`config.mk`:
```
export PLATFORM = sky130hd
export DESIGN_NAME = lap_stop_watch
export DESIGN_NICKNAME = d
export VERILOG_FILES = /design/src/rtl/lap_stop_watch.sv
export SDC_FILE = /design/constraint.sdc
export NUM_CORES = 1
export LEC_CHECK = 0
export CORE_ASPECT_RATIO = 0.9
export CORE_MARGIN = 5
export CORE_UTILIZATION = 60
export DETAILED_ROUTE_END_ITERATION = 7
export DONT_BUFFER_PORTS = 1
export GPL_ROUTABILITY_DRIVEN = 0
export PLACE_DENSITY = 0.85
export SYNTH_ARGS = -nofsm -noshare
export SYNTH_HDL_FRONTEND = slang
export SYNTH_SLANG_ARGS = --single-unit
```
`constraint.sdc`:
```
create_clock -name clk -period 10 [get_ports clk]
set_input_delay 1.5 -clock clk [delete_from_list [all_inputs] [get_ports clk]]
set_output_delay 1.5 -clock clk [all_outputs]
set_load 0.005 [all_outputs]
```
`src/rtl/lap_stop_watch.sv`:
```
// Stopwatch with centisecond BCD time, pause/resume, clear, and a circular lap
// buffer whose entries can be recalled oldest-first while paused.
module lap_stop_watch #(
    parameter int CLK_HZ    = 100_000_000,
    parameter int LAP_DEPTH = 8
) (
    input  logic                             clk,
    input  logic                             reset_p,
    input  logic [2:0]                       btn_pedge,
    output logic [23:0]                      value,
    output logic                             running,
    output logic                             show_lap,
    output logic [$clog2(LAP_DEPTH+1)-1:0]   lap_count,
    output logic [$clog2(LAP_DEPTH)-1:0]     lap_idx,
    output logic                             overflow
);
    localparam int DIV = CLK_HZ / 100;
    localparam int PW  = $clog2(DIV);
    localparam int CW  = $clog2(LAP_DEPTH + 1);
    localparam int IW  = $clog2(LAP_DEPTH);

    typedef enum logic [1:0] {IDLE, RUN, PAUSE} state_t;

    state_t          state_reg, state_next;
    logic [PW-1:0]   presc_reg, presc_next;
    logic [23:0]     time_reg, time_next;
    logic [IW-1:0]   wr_ptr_reg, wr_ptr_next;
    logic [IW-1:0]   lap_idx_reg, lap_idx_next;
    logic [IW-1:0]   rd_addr;
    logic [CW-1:0]   lap_count_reg, lap_count_next;
    logic            show_reg, show_next;
    logic            ovf_reg, ovf_next;
    logic            running_reg;
    logic [23:0]     value_reg;
    logic [23:0]     lap_mem [LAP_DEPTH];

    logic            clear_act, ss_act, lap_act, tick, lap_wr, recall;
    logic [23:0]     time_inc;
    logic            time_wrap;
    logic [6:0]      carry;

    // Clear only counts when it actually acts (PAUSE); it then masks the others.
    assign clear_act = btn_pedge[2] && (state_reg == PAUSE);
    assign ss_act    = btn_pedge[0] && !clear_act;
    assign lap_act   = btn_pedge[1] && !btn_pedge[0] && !clear_act;
    assign tick      = (state_reg == RUN) && (presc_reg == PW'(DIV - 1));
    assign lap_wr    = lap_act && (state_reg == RUN);
    assign recall    = lap_act && (state_reg == PAUSE) && (lap_count_reg != '0);

    // Ripple BCD increment; tens-of-seconds and tens-of-minutes wrap at 5.
    assign carry[0] = 1'b1;
    generate
        for (genvar gi = 0; gi < 6; gi++) begin : g_digit
            localparam logic [3:0] LIM = (gi == 3 || gi == 5) ? 4'd5 : 4'd9;
            logic [3:0] d;
            assign d = time_reg[4*gi +: 4];
            assign time_inc[4*gi +: 4] = !carry[gi] ? d : ((d == LIM) ? 4'd0 : d + 4'd1);
            assign carry[gi+1] = carry[gi] && (d == LIM);
        end
    endgenerate
    assign time_wrap = carry[6];

    always_ff @(posedge clk) begin
        if (reset_p) state_reg <= IDLE;
        else         state_reg <= state_next;
    end

    always_comb begin
        state_next = state_reg;
        if (clear_act) begin
            state_next = IDLE;
        end else if (ss_act) begin
            case (state_reg)
                IDLE:    state_next = RUN;
                RUN:     state_next = PAUSE;
                PAUSE:   state_next = RUN;
                default: state_next = IDLE;
            endcase
        end
    end

    always_comb begin
        presc_next     = presc_reg;
        time_next      = time_reg;
        ovf_next       = ovf_reg;
        wr_ptr_next    = wr_ptr_reg;
        lap_count_next = lap_count_reg;
        show_next      = show_reg;
        lap_idx_next   = lap_idx_reg;

        if (state_reg == RUN) begin
            presc_next = tick ? '0 : presc_reg + PW'(1);
            if (tick) begin
                time_next = time_inc;
                if (time_wrap) ovf_next = 1'b1;
            end
        end
        if (lap_wr) begin
            wr_ptr_next = wr_ptr_reg + IW'(1);
            if (lap_count_reg < CW'(LAP_DEPTH)) lap_count_next = lap_count_reg + CW'(1);
        end
        if (recall) begin
            if (!show_reg) begin
                show_next    = 1'b1;
                lap_idx_next = '0;
            end else if (CW'(lap_idx_reg) + CW'(1) < lap_count_reg) begin
                lap_idx_next = lap_idx_reg + IW'(1);
            end else begin
                show_next    = 1'b0;
                lap_idx_next = '0;
            end
        end
        if (ss_act) begin
            show_next    = 1'b0;
            lap_idx_next = '0;
        end
        if (clear_act) begin
            presc_next     = '0;
            time_next      = '0;
            ovf_next       = 1'b0;
            wr_ptr_next    = '0;
            lap_count_next = '0;
            show_next      = 1'b0;
            lap_idx_next   = '0;
        end
        // Truncating lap_count is the mod-LAP_DEPTH step since depth is a power of 2.
        rd_addr = wr_ptr_next - lap_count_next[IW-1:0] + lap_idx_next;
    end

    always_ff @(posedge clk) begin
        if (lap_wr) lap_mem[wr_ptr_reg] <= time_reg;
    end

    always_ff @(posedge clk) begin
        if (reset_p) begin
            presc_reg     <= '0;
            time_reg      <= '0;
            ovf_reg       <= 1'b0;
            wr_ptr_reg    <= '0;
            lap_count_reg <= '0;
            show_reg      <= 1'b0;
            lap_idx_reg   <= '0;
            running_reg   <= 1'b0;
            value_reg     <= '0;
        end else begin
            presc_reg     <= presc_next;
            time_reg      <= time_next;
            ovf_reg       <= ovf_next;
            wr_ptr_reg    <= wr_ptr_next;
            lap_count_reg <= lap_count_next;
            show_reg      <= show_next;
            lap_idx_reg   <= lap_idx_next;
            running_reg   <= (state_next == RUN);
            value_reg     <= show_next ? lap_mem[rd_addr] : time_next;
        end
    end

    assign value     = value_reg;
    assign running   = running_reg;
    assign show_lap  = show_reg;
    assign lap_count = lap_count_reg;
    assign lap_idx   = lap_idx_reg;
    assign overflow  = ovf_reg;
endmodule

```
==> results_dict.tcl <==
set metrics [dict create \
    crit_path_cell_trace "ha_1 -> xor2_1 -> ha_1 -> or3_1 -> o221ai_2 -> nand3_1 -> o21ai_0 -> nand2_1 -> fa_1 -> fa_2 -> xor2_1 -> and3b_4 -> o21a_1 -> nor2_1 -> o221ai_1" \
    grt_max_degree 49 \
    die_w_um 155 \
    yosysTopAreaCellShare_pct 50.6 \
    outcome "finished clean" \
    max_stage_delay_ns 1.00 \
    synth-seq-cells 275 \
    hold_class "reg2reg" \
    path_max_fanout 21 \
    dieArea_um2 21900 \
    syn_nets 824 \
    path_buf_inv 0 \
    cp_slowest_cell "nor2_1" \
    max_freq_mhz 186 \
    relSlewSlack_pct 23.4 \
    antenna_found_initial 0 \
    synth_area_um2 11400 \
    tightest_slew_ns 1.14 \
    cp.arrival_ns 5.72 \
    n_antenna_cell 0 \
    rows 47 \
    skew_ns 0.0131 \
    vias_per_cell 6.64 \
    synth_area_per_cell_um2 14.3 \
    path_delay_family "simple AND/OR/NAND/NOR gates" \
    vias 7053 \
    peakVddDrop_v 0.000116 \
    clock_sinks 275 \
    portBuffers 0 \
    synthArstFlopShare_pct 0 \
    synth.mux.area_fraction_pct 10.5 \
    initialDrtViolationCount 907 \
    path_clk_slew_ns 0.06 \
    synthFlopType "edfxtp_1" \
    maxCapViolations 0 \
    gr-usage-all-layers_pct 23.4 \
    drc_errors 0 \
    post_cts_resized 0 \
    synth_xor_area_share_pct 2.00 \
    cts_buffers 27 \
    hpwl_um 14600 \
    synth_cells 797 \
    ioPinCount 39 \
    synth_top_cell_by_area "edfxtp_1" \
    cts_tree "done" \
    postCtsSetupBuffers 0 \
    fin_crit_sh_pct 53.7 \
    largest_register_ffs 192 \
    leakagePower_nw 4.16 \
    design_area_um2 12600 \
    synth_fa_ha_area_share_pct 2.55 \
    synth_simple_gate_area_share_pct 13.2 \
    area_growth_pct 10.3 \
    powerDensity_nw_per_um2 189 \
    routed_wirelength_um 25300 \
    tns_ns 0 \
    drtPass1Iterations 5 \
    worstSkewPairLatency_ns 0.53 \
    synth.area.top_cells "edfxtp_1, dfxtp_1, mux4_2" \
    start_util_pct 61.5 \
    yosys_warnings 0 \
    dpl_cell_area_um2 11700 \
    worstSetupPathType "reg2reg" \
    grt_remaining_overflow 0 \
    wire_per_inst_um 23.8 \
    drtAntennaViolNets 0 \
    cts_hold_buf 0 \
    grt_pass1_wl_um 40100 \
    clockBufferDepth 3 \
    hold_violations 0 \
    drv_slew 0 \
    core_area_um2 18500 \
    yosysSeqAreaShare_pct 65.2 \
    ys_types 64 \
    grt_pass1_vias 7181 \
    worstSetupEndpointType "flop" \
    synth_top_family_by_area "simple AND/OR/NAND/NOR gates" \
    drive_gt1_share_pct 15.1 \
    nFillCells 1152 \
    h-tree-depth 1 \
    min_period_ns 5.37 \
    startpoint_type "flop" \
    setup_viol 0 \
    cts-root-buf "clkbuf_16" \
    synth_edf_count 192 \
    rsz0062_at_grt "no" \
    nNetsFinal 823 \
    synth_compound_gate_area_share_pct 4.45 \
    die_y_um 141 \
    cp.required_ns 10.35 \
]
[worst register-to-register path, cell delays in order (launching register included)]
cell and delay (ns):
dfxtp_1 0.38, ha_1 0.27, xor2_1 0.16, ha_1 0.21
or3_1 0.37, o221ai_2 0.25, nand3_1 0.14, o21ai_0 0.19
nand2_1 0.12, fa_1 0.52, fa_2 0.41, xor2_1 0.19
and3b_4 0.25, o21a_1 0.47, nor2_1 1.00, o221ai_1 0.26
[path summary, 6_finish.rpt]
| path | depth (start not counted) | from | to | slack [ns] |
|---|---|---|---|---|
| hold reg to reg | 2 | presc_reg[1] | presc_reg[1] | 0.51 |
| setup reg to reg | 15 | lap_idx[0] | value[2] | 4.63 |
| setup / recovery | 15 | lap_idx[0] | value[2] | 4.63 |
| hold / removal | 2 | presc_reg[1] | presc_reg[1] | 0.51 |
[power by group]
group | switching, W | internal, W | leakage (nW)
registers | 0.00000365 | 0.00121 | 2.45
logic | 0.0000709 | 0.0000666 | 1.26
clock network | 0.000420 | 0.000606 | 0.445
[cell usage in the layout (no fill, tap or decap), types with 8 or more instances in the layout]
| master | instances |
|---|---|
| a21oi_1 | 19 |
| buf_4 | 10 |
| clkbuf_16 | 28 |
| dfxtp_1 | 83 |
| edfxtp_1 | 192 |
| ha_1 | 19 |
| inv_1 | 16 |
| mux2i_1 | 11 |
| mux4_2 | 48 |
| nand2_1 | 59 |
| nand3_1 | 38 |
| nand4_1 | 19 |
| nor2_1 | 64 |
| nor2b_1 | 8 |
| nor3_1 | 11 |
| nor3b_1 | 9 |
| o2111ai_1 | 9 |
| o21ai_0 | 11 |
| or3_1 | 12 |
| or4_1 | 12 |
| xnor2_1 | 10 |
| xor2_1 | 16 |
[cell type report]
type | count | area, um2 | share of cell area (%)
Clock buffer | 33 | 739 | 5.88
Clock inverter | 17 | 178 | 1.41
Inverter | 17 | 63.8 | 0.508
Multi-Input combinational cell | 465 | 3780 | 30.1
Sequential cell | 275 | 7430 | 59.1
Tap cell | 245 | 307 | 2.44
Timing Repair Buffer | 10 | 75.1 | 0.597
[per-stage QoR]
step	instances	util (%)	setup WS, ns	hold slack, ns	power (W)
detailed placement	1012	62.9	4.43	0.498	0.00137
CTS	1062	67.9	4.74	0.507	0.00239
finish	1062	67.9	4.63	0.508	0.00237
global placement	1012	62.9	4.65	0.457	0.00137
global route	1062	67.9	4.33	0.535	0.00245
floorplan	797	-	5.13	0.449	0.00135
[routing by layer]
| metal | vias up | part of all wire, % | routed length [um] | track usage [%] |
|---|---|---|---|---|
| met3 | 55 | 9.7 | 2450 | 5.24 |
| met4 | 0 | 2.6 | 658 | 7.00 |
| li1 | 3061 | - | - | - |
| met5 | - | 0 | 0 | 0 |
| met1 | 3546 | 38 | 9630 | 31.0 |
| met2 | 391 | 50 | 12600 | 39.2 |
[cells in the mapped netlist (4+ instances only)]
cell type	instances
nand2b_1	5
nor2_1	70
ha_1	20
clkbuf_1	25
xor2_1	16
xnor2_1	10
nor3_1	13
buf_1	6
or2_2	4
edfxtp_1	192
nand2_1	59
o211ai_1	7
and4_1	4
nand3_1	38
mux4_2	48
buf_2	7
o21ai_0	11
nor2b_1	8
inv_1	16
nand4_1	19
o221ai_1	7
or3_1	12
and2_1	5
mux2i_1	11
dfxtp_1	83
o2111ai_1	9
and3_1	5
a21oi_1	19
or4_1	12
nor3b_1	9
[cell families after synthesis]
kind of cell    Yosys count
compound gates           72
xor+xnor                 26
fa+ha+maj                22
buf+inv                  57
flops                   275
mux                      60
simple gates            285
No activity file was read; power rests on OpenSTA's default activity.
